==> config.mk <==
export PLATFORM = sky130hd
export DESIGN_NAME = frankie_fetch_unit
export DESIGN_NICKNAME = d
export VERILOG_FILES = /design/src/rtl/frankie_fetch_unit.sv
export SDC_FILE = /design/constraint.sdc
export NUM_CORES = 1
export LEC_CHECK = 0
export BUFFER_PORTS_ARGS = -buffer_cell sky130_fd_sc_hd__buf_2
export CORE_UTILIZATION = 50
export CTS_BUF_LIST = sky130_fd_sc_hd__clkbuf_4 sky130_fd_sc_hd__clkbuf_8
export DETAILED_ROUTE_END_ITERATION = 10
export PLACE_DENSITY = 0.69
export RECOVER_POWER = 100
export REMOVE_ABC_BUFFERS = 1
export SETUP_SLACK_MARGIN = 0.4
export SYNTH_ARGS = -nofsm -noshare
export SYNTH_HDL_FRONTEND = slang
export SYNTH_SLANG_ARGS = --single-unit
export TNS_END_PERCENT = 5
==> constraint.sdc <==
create_clock -name i_clk -period 3.98 [get_ports i_clk]
set_clock_uncertainty 0.15 [all_clocks]
set_input_delay 0 -clock i_clk [delete_from_list [all_inputs] [get_ports i_clk]]
set_output_delay 0 -clock i_clk [all_outputs]
set_load 0.02 [all_outputs]
==> src/rtl/frankie_fetch_unit.sv <==
// Frankie instruction-fetch front end: req/ack fetch FSM feeding a PC-tagged first-word-fall-through prefetch FIFO.
// Optional macro FETCH_STATS_EN adds saturating fetch/flush counters (o_stat_fetches, o_stat_flushes).
module frankie_fetch_unit #(
  parameter int                INST_W   = 16,
  parameter int                ADDR_W   = 16,
  parameter int                DEPTH    = 4,
  parameter logic [ADDR_W-1:0] RESET_PC = {ADDR_W{1'b0}},
  parameter logic [ADDR_W-1:0] PC_STEP  = {{(ADDR_W-1){1'b0}}, 1'b1}
) (
  input  logic                    i_clk,
  input  logic                    i_rst_n,
  output logic                    o_mem_req,
  output logic [ADDR_W-1:0]       o_mem_addr,
  input  logic                    i_mem_ack,
  input  logic [INST_W-1:0]       i_mem_rdata,
  output logic                    o_inst_valid,
  output logic [INST_W-1:0]       o_inst_data,
  output logic [ADDR_W-1:0]       o_inst_pc,
  input  logic                    i_inst_ready,
  input  logic                    i_redirect,
  input  logic [ADDR_W-1:0]       i_redirect_pc,
`ifdef FETCH_STATS_EN
  output logic [15:0]             o_stat_fetches,
  output logic [15:0]             o_stat_flushes,
`endif
  output logic [$clog2(DEPTH):0]  o_fifo_count
);

  localparam int PTR_W = $clog2(DEPTH);
  localparam int CNT_W = PTR_W + 1;
  localparam logic [CNT_W-1:0] FULL = CNT_W'(DEPTH);

  typedef enum logic [1:0] {
    S_IDLE = 2'd0,
    S_REQ  = 2'd1,
    S_DROP = 2'd2
  } state_t;

  state_t              r_state, w_state_next;
  logic [ADDR_W-1:0]   r_fetch_pc, w_fetch_pc_next;
  logic [ADDR_W-1:0]   r_mem_addr, w_mem_addr_next;
  logic [ADDR_W-1:0]   w_pc_inc;
  logic                r_mem_req;
  logic [INST_W-1:0]   r_data_mem [DEPTH];
  logic [ADDR_W-1:0]   r_pc_mem   [DEPTH];
  logic [PTR_W-1:0]    r_wr_ptr, r_rd_ptr, w_rd_ptr_next;
  logic [CNT_W-1:0]    r_count, w_count_next, w_count_after_pop;
  logic                r_inst_valid, w_inst_valid_next;
  logic [INST_W-1:0]   r_inst_data, w_inst_data_next;
  logic [ADDR_W-1:0]   r_inst_pc, w_inst_pc_next;
  logic                w_push, w_pop;

  // Redirect discards any same-cycle push or pop.
  assign w_push            = (r_state == S_REQ) && i_mem_ack && !i_redirect;
  assign w_pop             = r_inst_valid && i_inst_ready && !i_redirect;
  assign w_pc_inc          = r_fetch_pc + PC_STEP;
  assign w_count_after_pop = r_count - CNT_W'(w_pop);
  assign w_rd_ptr_next     = r_rd_ptr + PTR_W'(w_pop);

  assign o_mem_req    = r_mem_req;
  assign o_mem_addr   = r_mem_addr;
  assign o_inst_valid = r_inst_valid;
  assign o_inst_data  = r_inst_data;
  assign o_inst_pc    = r_inst_pc;
  assign o_fifo_count = r_count;

  // Occupancy after this edge.
  always_comb begin
    w_count_next = {CNT_W{1'b0}};
    if (i_redirect) begin
      w_count_next = {CNT_W{1'b0}};
    end else begin
      w_count_next = w_count_after_pop + CNT_W'(w_push);
    end
  end

  // Next FIFO head; an ack into an effectively empty FIFO bypasses storage.
  always_comb begin
    w_inst_valid_next = 1'b0;
    w_inst_data_next  = {INST_W{1'b0}};
    w_inst_pc_next    = {ADDR_W{1'b0}};
    if (i_redirect || (w_count_next == {CNT_W{1'b0}})) begin
      w_inst_valid_next = 1'b0;
    end else if (w_count_after_pop == {CNT_W{1'b0}}) begin
      w_inst_valid_next = 1'b1;
      w_inst_data_next  = i_mem_rdata;
      w_inst_pc_next    = r_fetch_pc;
    end else begin
      w_inst_valid_next = 1'b1;
      w_inst_data_next  = r_data_mem[w_rd_ptr_next];
      w_inst_pc_next    = r_pc_mem[w_rd_ptr_next];
    end
  end

  // Fetch FSM next state, next fetch PC and next request address.
  always_comb begin
    w_state_next    = r_state;
    w_fetch_pc_next = r_fetch_pc;
    w_mem_addr_next = r_mem_addr;
    if (i_redirect) begin
      w_fetch_pc_next = i_redirect_pc;
      if (r_mem_req && !i_mem_ack) begin
        w_state_next = S_DROP;
      end else begin
        w_state_next    = S_REQ;
        w_mem_addr_next = i_redirect_pc;
      end
    end else begin
      case (r_state)
        S_IDLE: begin
          if (r_count < FULL) begin
            w_state_next    = S_REQ;
            w_mem_addr_next = r_fetch_pc;
          end else begin
            w_state_next = S_IDLE;
          end
        end
        S_REQ: begin
          if (i_mem_ack) begin
            w_fetch_pc_next = w_pc_inc;
            w_mem_addr_next = w_pc_inc;
            if (w_count_next < FULL) begin
              w_state_next = S_REQ;
            end else begin
              w_state_next = S_IDLE;
            end
          end else begin
            w_state_next = S_REQ;
          end
        end
        S_DROP: begin
          if (i_mem_ack) begin
            w_state_next    = S_REQ;
            w_mem_addr_next = r_fetch_pc;
          end else begin
            w_state_next = S_DROP;
          end
        end
        default: begin
          w_state_next = S_IDLE;
        end
      endcase
    end
  end

  // Control, pointer and head registers.
  always_ff @(posedge i_clk or negedge i_rst_n) begin
    if (!i_rst_n) begin
      r_state      <= S_IDLE;
      r_fetch_pc   <= RESET_PC;
      r_mem_addr   <= RESET_PC;
      r_mem_req    <= 1'b0;
      r_wr_ptr     <= {PTR_W{1'b0}};
      r_rd_ptr     <= {PTR_W{1'b0}};
      r_count      <= {CNT_W{1'b0}};
      r_inst_valid <= 1'b0;
      r_inst_data  <= {INST_W{1'b0}};
      r_inst_pc    <= {ADDR_W{1'b0}};
    end else begin
      r_state      <= w_state_next;
      r_fetch_pc   <= w_fetch_pc_next;
      r_mem_addr   <= w_mem_addr_next;
      r_mem_req    <= (w_state_next != S_IDLE);
      r_count      <= w_count_next;
      r_inst_valid <= w_inst_valid_next;
      r_inst_data  <= w_inst_data_next;
      r_inst_pc    <= w_inst_pc_next;
      if (i_redirect) begin
        r_wr_ptr <= {PTR_W{1'b0}};
        r_rd_ptr <= {PTR_W{1'b0}};
      end else begin
        r_wr_ptr <= r_wr_ptr + PTR_W'(w_push);
        r_rd_ptr <= w_rd_ptr_next;
      end
    end
  end

  // FIFO storage write port.
  always_ff @(posedge i_clk or negedge i_rst_n) begin
    if (!i_rst_n) begin
      for (int i = 0; i < DEPTH; i++) begin
        r_data_mem[i] <= {INST_W{1'b0}};
        r_pc_mem[i]   <= {ADDR_W{1'b0}};
      end
    end else if (w_push) begin
      r_data_mem[r_wr_ptr] <= i_mem_rdata;
      r_pc_mem[r_wr_ptr]   <= r_fetch_pc;
    end
  end

`ifdef FETCH_STATS_EN
  logic [15:0] r_stat_fetches, r_stat_flushes;

  assign o_stat_fetches = r_stat_fetches;
  assign o_stat_flushes = r_stat_flushes;

  // Saturating counters of accepted words and redirects.
  always_ff @(posedge i_clk or negedge i_rst_n) begin
    if (!i_rst_n) begin
      r_stat_fetches <= 16'h0000;
      r_stat_flushes <= 16'h0000;
    end else begin
      if (w_push && (r_stat_fetches != 16'hFFFF)) begin
        r_stat_fetches <= r_stat_fetches + 16'h0001;
      end
      if (i_redirect && (r_stat_flushes != 16'hFFFF)) begin
        r_stat_flushes <= r_stat_flushes + 16'h0001;
      end
    end
  end
`else
  // Statistics hardware is absent in this build.
`endif

endmodule

==> metrics.md <==
| Metric | Value |
|---|---|
| Share of post-route cells with drive strength above 1 | between 20% and 30% |
| M3 GR Usage | 3.945% |
| Final Non-Filler Cells | 1,396 |
| Cells after Synth | 1,016 |
| GR peak layer | met2 |
| DRT iter0 DRCs | roughly 530 |
| Leakage power | 0.005409 uW |
| DP Area | between 10,000 and 15,000 sq um |
| Crit path launch | r_state[0]$_DFF_PN0_ |
| Antenna diodes | 0 |
| Die height | 149.3 microns |
| Slew HR | -82.62% |
| Antenna violations before repair | 0 |
| XOR/XNOR share of the synthesized area | 2.225% |
| Ys flop type | dfrtp_1 |
| Row Count | 53 |
| Area Growth Syn to Fin | 14.62% |
| FF-to-FF setup slack | ~0.58 ns |
| Core area | 21,150 sq um |
| Seq cells post-synth | about 200 |
| Critical path's slowest cell | clkbuf_1 |
| Routed length per instance | 19.32 microns |
| Syn avg cell area | 10.68 sq um |
| IO buf count | 89 |
| RR Endpoint | r_data_mem[60]$_DFFE_PN0P_ |
| Via count | roughly 8,600 |
| Final setup viols | 0 |
| Number of synthesized flops with an enable pin | 0 |
| IO Count | 90 |
| Ys Warns | 0 |
| RSZ-0062 raised after global routing | no |
| H-tree depth | 2 |
| Final Hold Viols | 0 |
| Clock Tree Root | clkbuf_8 |
| Largest family of logic cells by synthesized area | simple AND/OR/NAND/NOR gates |
| Worst hold path class | in -> reg |
| Crit-path cells | nand3b_4 -> nor4_4 -> clkbuf_1 -> mux2_2 |
| CTS tree | done |
| Maxcap violations | 2 |
| Router iterations before antenna repair | 4 |
| Async set-reset flop share out of synthesis | 100.0% |
| Met2 GRT Util | 40.60% |
| Nets | 1,136 |
| Grt ovf | 0 |
| Area leader, netlist | dfrtp_1 |
| Required time worst endpoint | around 4.2 ns |
| Vias per std cell | 6.178 |
| Area of the multi-input gates | 5216 sq um |
| RePlAce Congestion | 0.8296 |
| Post-CTS sizing | 0 |
| Starting Density | 51.30% |
| First-pass GRT wire length | 43,340 microns |
| Vias in the first global route | approximately 8,300 |
| Min cycle time layout | 3.399 ns |
| Max incr delay on CP | approximately 1.7 ns |
| Pwr Density | 495.3 nW/um^2 |
| RR Startpoint | r_state[0]$_DFF_PN0_ |
| CTS Buf Count | 36 |
| Largest net degree at the start of global routing | 155 |
| Arrival time at the worst endpoint | 3.65 ns |
| Hold-critical path depth | 5 |
| Max-slew violation count | about 140 |
| Status | finished with violations |
| Clk pin slew, worst setup/hold paths | 0.06 ns |
| Crit path max fanout | 32 |
| Top post-synthesis cells by area | dfrtp_1, mux2_2, nor3_1, a32o_1, o311a_1 |
| Post-DP HPWL | 15,160 microns |
| Final Cycle Share | 85.39% |
| Max clock buf depth | 3 |
| Area share of the largest cell type after synthesis | 46.81% |
| FF+latch area | ~5000 sq um |
| Total Die Area | 22,300 sq um |
| Cells after DPL | 1,291 |
| Simple-Gate Fraction of Synth Area | 19.75% |
| Synth Area in Adders | less than 1% |
| Compound-gate portion of the synthesized area | 10.86% |
| Register area share after synthesis | 46.81% |
| Hold Startpoint | i_inst_ready |
| Synthesized area | 10,850 sq um |
| Worst Reg2Reg Path Length in Cells | 4 |
| Synth cell types | 64 |
| All-Layer GR Usage | 24.71% |
| Layout fillers | 1,820 |
| Die width | about 150 microns |
| Mux contribution to synthesized area | 14.57% |
| Design area | 12,440 sq um |
| Postcts setup bufs | 0 |
| Worst vdd ir | 0.0002523 V |
| Met1 GRT Util | 32.66% |
| Startpoint types | register |
| Utilization after layout | between 50% and 60% |
| Worst Hold Endpoint | o_inst_data[13]$_DFF_PN0_ |
| DRC | 0 |
| Critical path endpoint category | register |
| Fmax | 0.2942 GHz |
| DRT antenna net count | 0 |
| Worst skew pair latency | 0.53 ns |
| Failing checks | capacitance limit, slew limit |
| CTS sink count | 203 |
| Crit Path Category | reg -> reg |
| Worst-Margin Slew | ~2.7 ns |
| Drt total wl | 26,970 microns |
-- through the flow --
stage	setup slack, ns	TNS, ns	hold slack (ns)	power, uW
6_report	0.5814	0	0.02702	6162
5_1_grt	0.4508	0	0.04682	6491
4_1_cts	1.058	0	0.002158	6244
3_5_place_dp	1.088	0	0.02764	4086
3_3_place_gp	1.203	0	0.03279	4044
2_1_floorplan	-1.508	-50.89	-0.4456	3604
-- sequential cells by signal, summed over array words and instances (netlist names) --
name	count
o_fifo_count	3
o_inst_data	16
o_inst_pc	16
o_inst_valid	1
o_mem_addr	16
o_mem_req	1
r_data_mem	64
r_fetch_pc	16
r_pc_mem	64
r_rd_ptr	2
r_state	2
r_wr_ptr	2
-- timing repair --
item | CTS | global route
endpoints found under the setup margin | 0 | 0
endpoints found under the hold margin | 227 | 0
hold buffers | 40 | 0
-- critical path: cells and delay by family, from the launching register on --
family,cells,cell delay (ns)
flip-flops,1,0.55
multiplexers,1,0.46
AND/OR/NAND/NOR,2,0.41
buffers and inverters,1,1.67
-- logic make-up after synthesis --
group | Yosys count
and+or+nand+nor | 373
DFF | 203
AOI/OAI and AO/OA | 146
muxes | 141
buffers and inverters | 122
xor gates and xnor gates | 26
adders and majority gates | 5
-- layer usage --
metal	wire length [microns]	vias to the layer above
met5	0	-
met4	622	0
met3	1609	57
met2	12570	302
met1	12170	4286
li1	-	3980
-- final cells by class --
class / count / area share (%)
Clock inverter: 6 / 0.4828
Sequential cell: 203 / 40.86
Inverter: 13 / 0.3923
Timing Repair Buffer: 149 / 7.644
Clock buffer: 59 / 5.924
Tap cell: 275 / 2.766
Multi-Input combinational cell: 691 / 41.93
-- layout by cell type, fill, tap and decap left out, types with 32 or more instances in the layout --
| cell | count |
|---|---|
| clkbuf_8 | 47 |
| nor4_1 | 35 |
| mux2_2 | 131 |
| nor3_1 | 162 |
| or3_1 | 33 |
| clkbuf_1 | 56 |
| nor3b_1 | 33 |
| a32o_1 | 32 |
| dfrtp_1 | 201 |
| dlygate4sd3_1 | 40 |
| o21ai_0 | 38 |
| buf_2 | 34 |
-- worst max path at each step --
| stage | to | slack (ns) |
|---|---|---|
| finish | r_data_mem[60]$_DFFE_PN0P_ | 0.58 |
| global route | r_pc_mem[57]$_DFFE_PN0P_ | 0.45 |
| CTS | o_inst_pc[9]$_DFF_PN0_ | 1.06 |
| detailed placement | o_inst_pc[7]$_DFF_PN0_ | 1.09 |
| global placement | o_inst_data[7]$_DFF_PN0_ | 1.20 |
| floorplan | o_inst_data[14]$_DFF_PN0_ | -1.51 |
-- where the power goes --
part           internal [uW]  switching, uW
Clock                   1240            868
Sequential              2410            303
Combinational            614            730
Total                   4260           1900
-- cell usage after synthesis, drive strengths merged, types with 6 or more instances --
cell	number
dfrtp	203
nor3	162
mux2	136
buf	55
clkbuf	54
o21ai	39
nor4	37
nor3b	33
or3	33
a32o	32
o311a	30
nor2	27
nand2	22
xnor2	18
inv	12
nand3	12
nand2b	9
a21oi	8
nand3b	7
nand4	7
xor2	7
nor2b	6
Power figures use the tool's default switching activity.
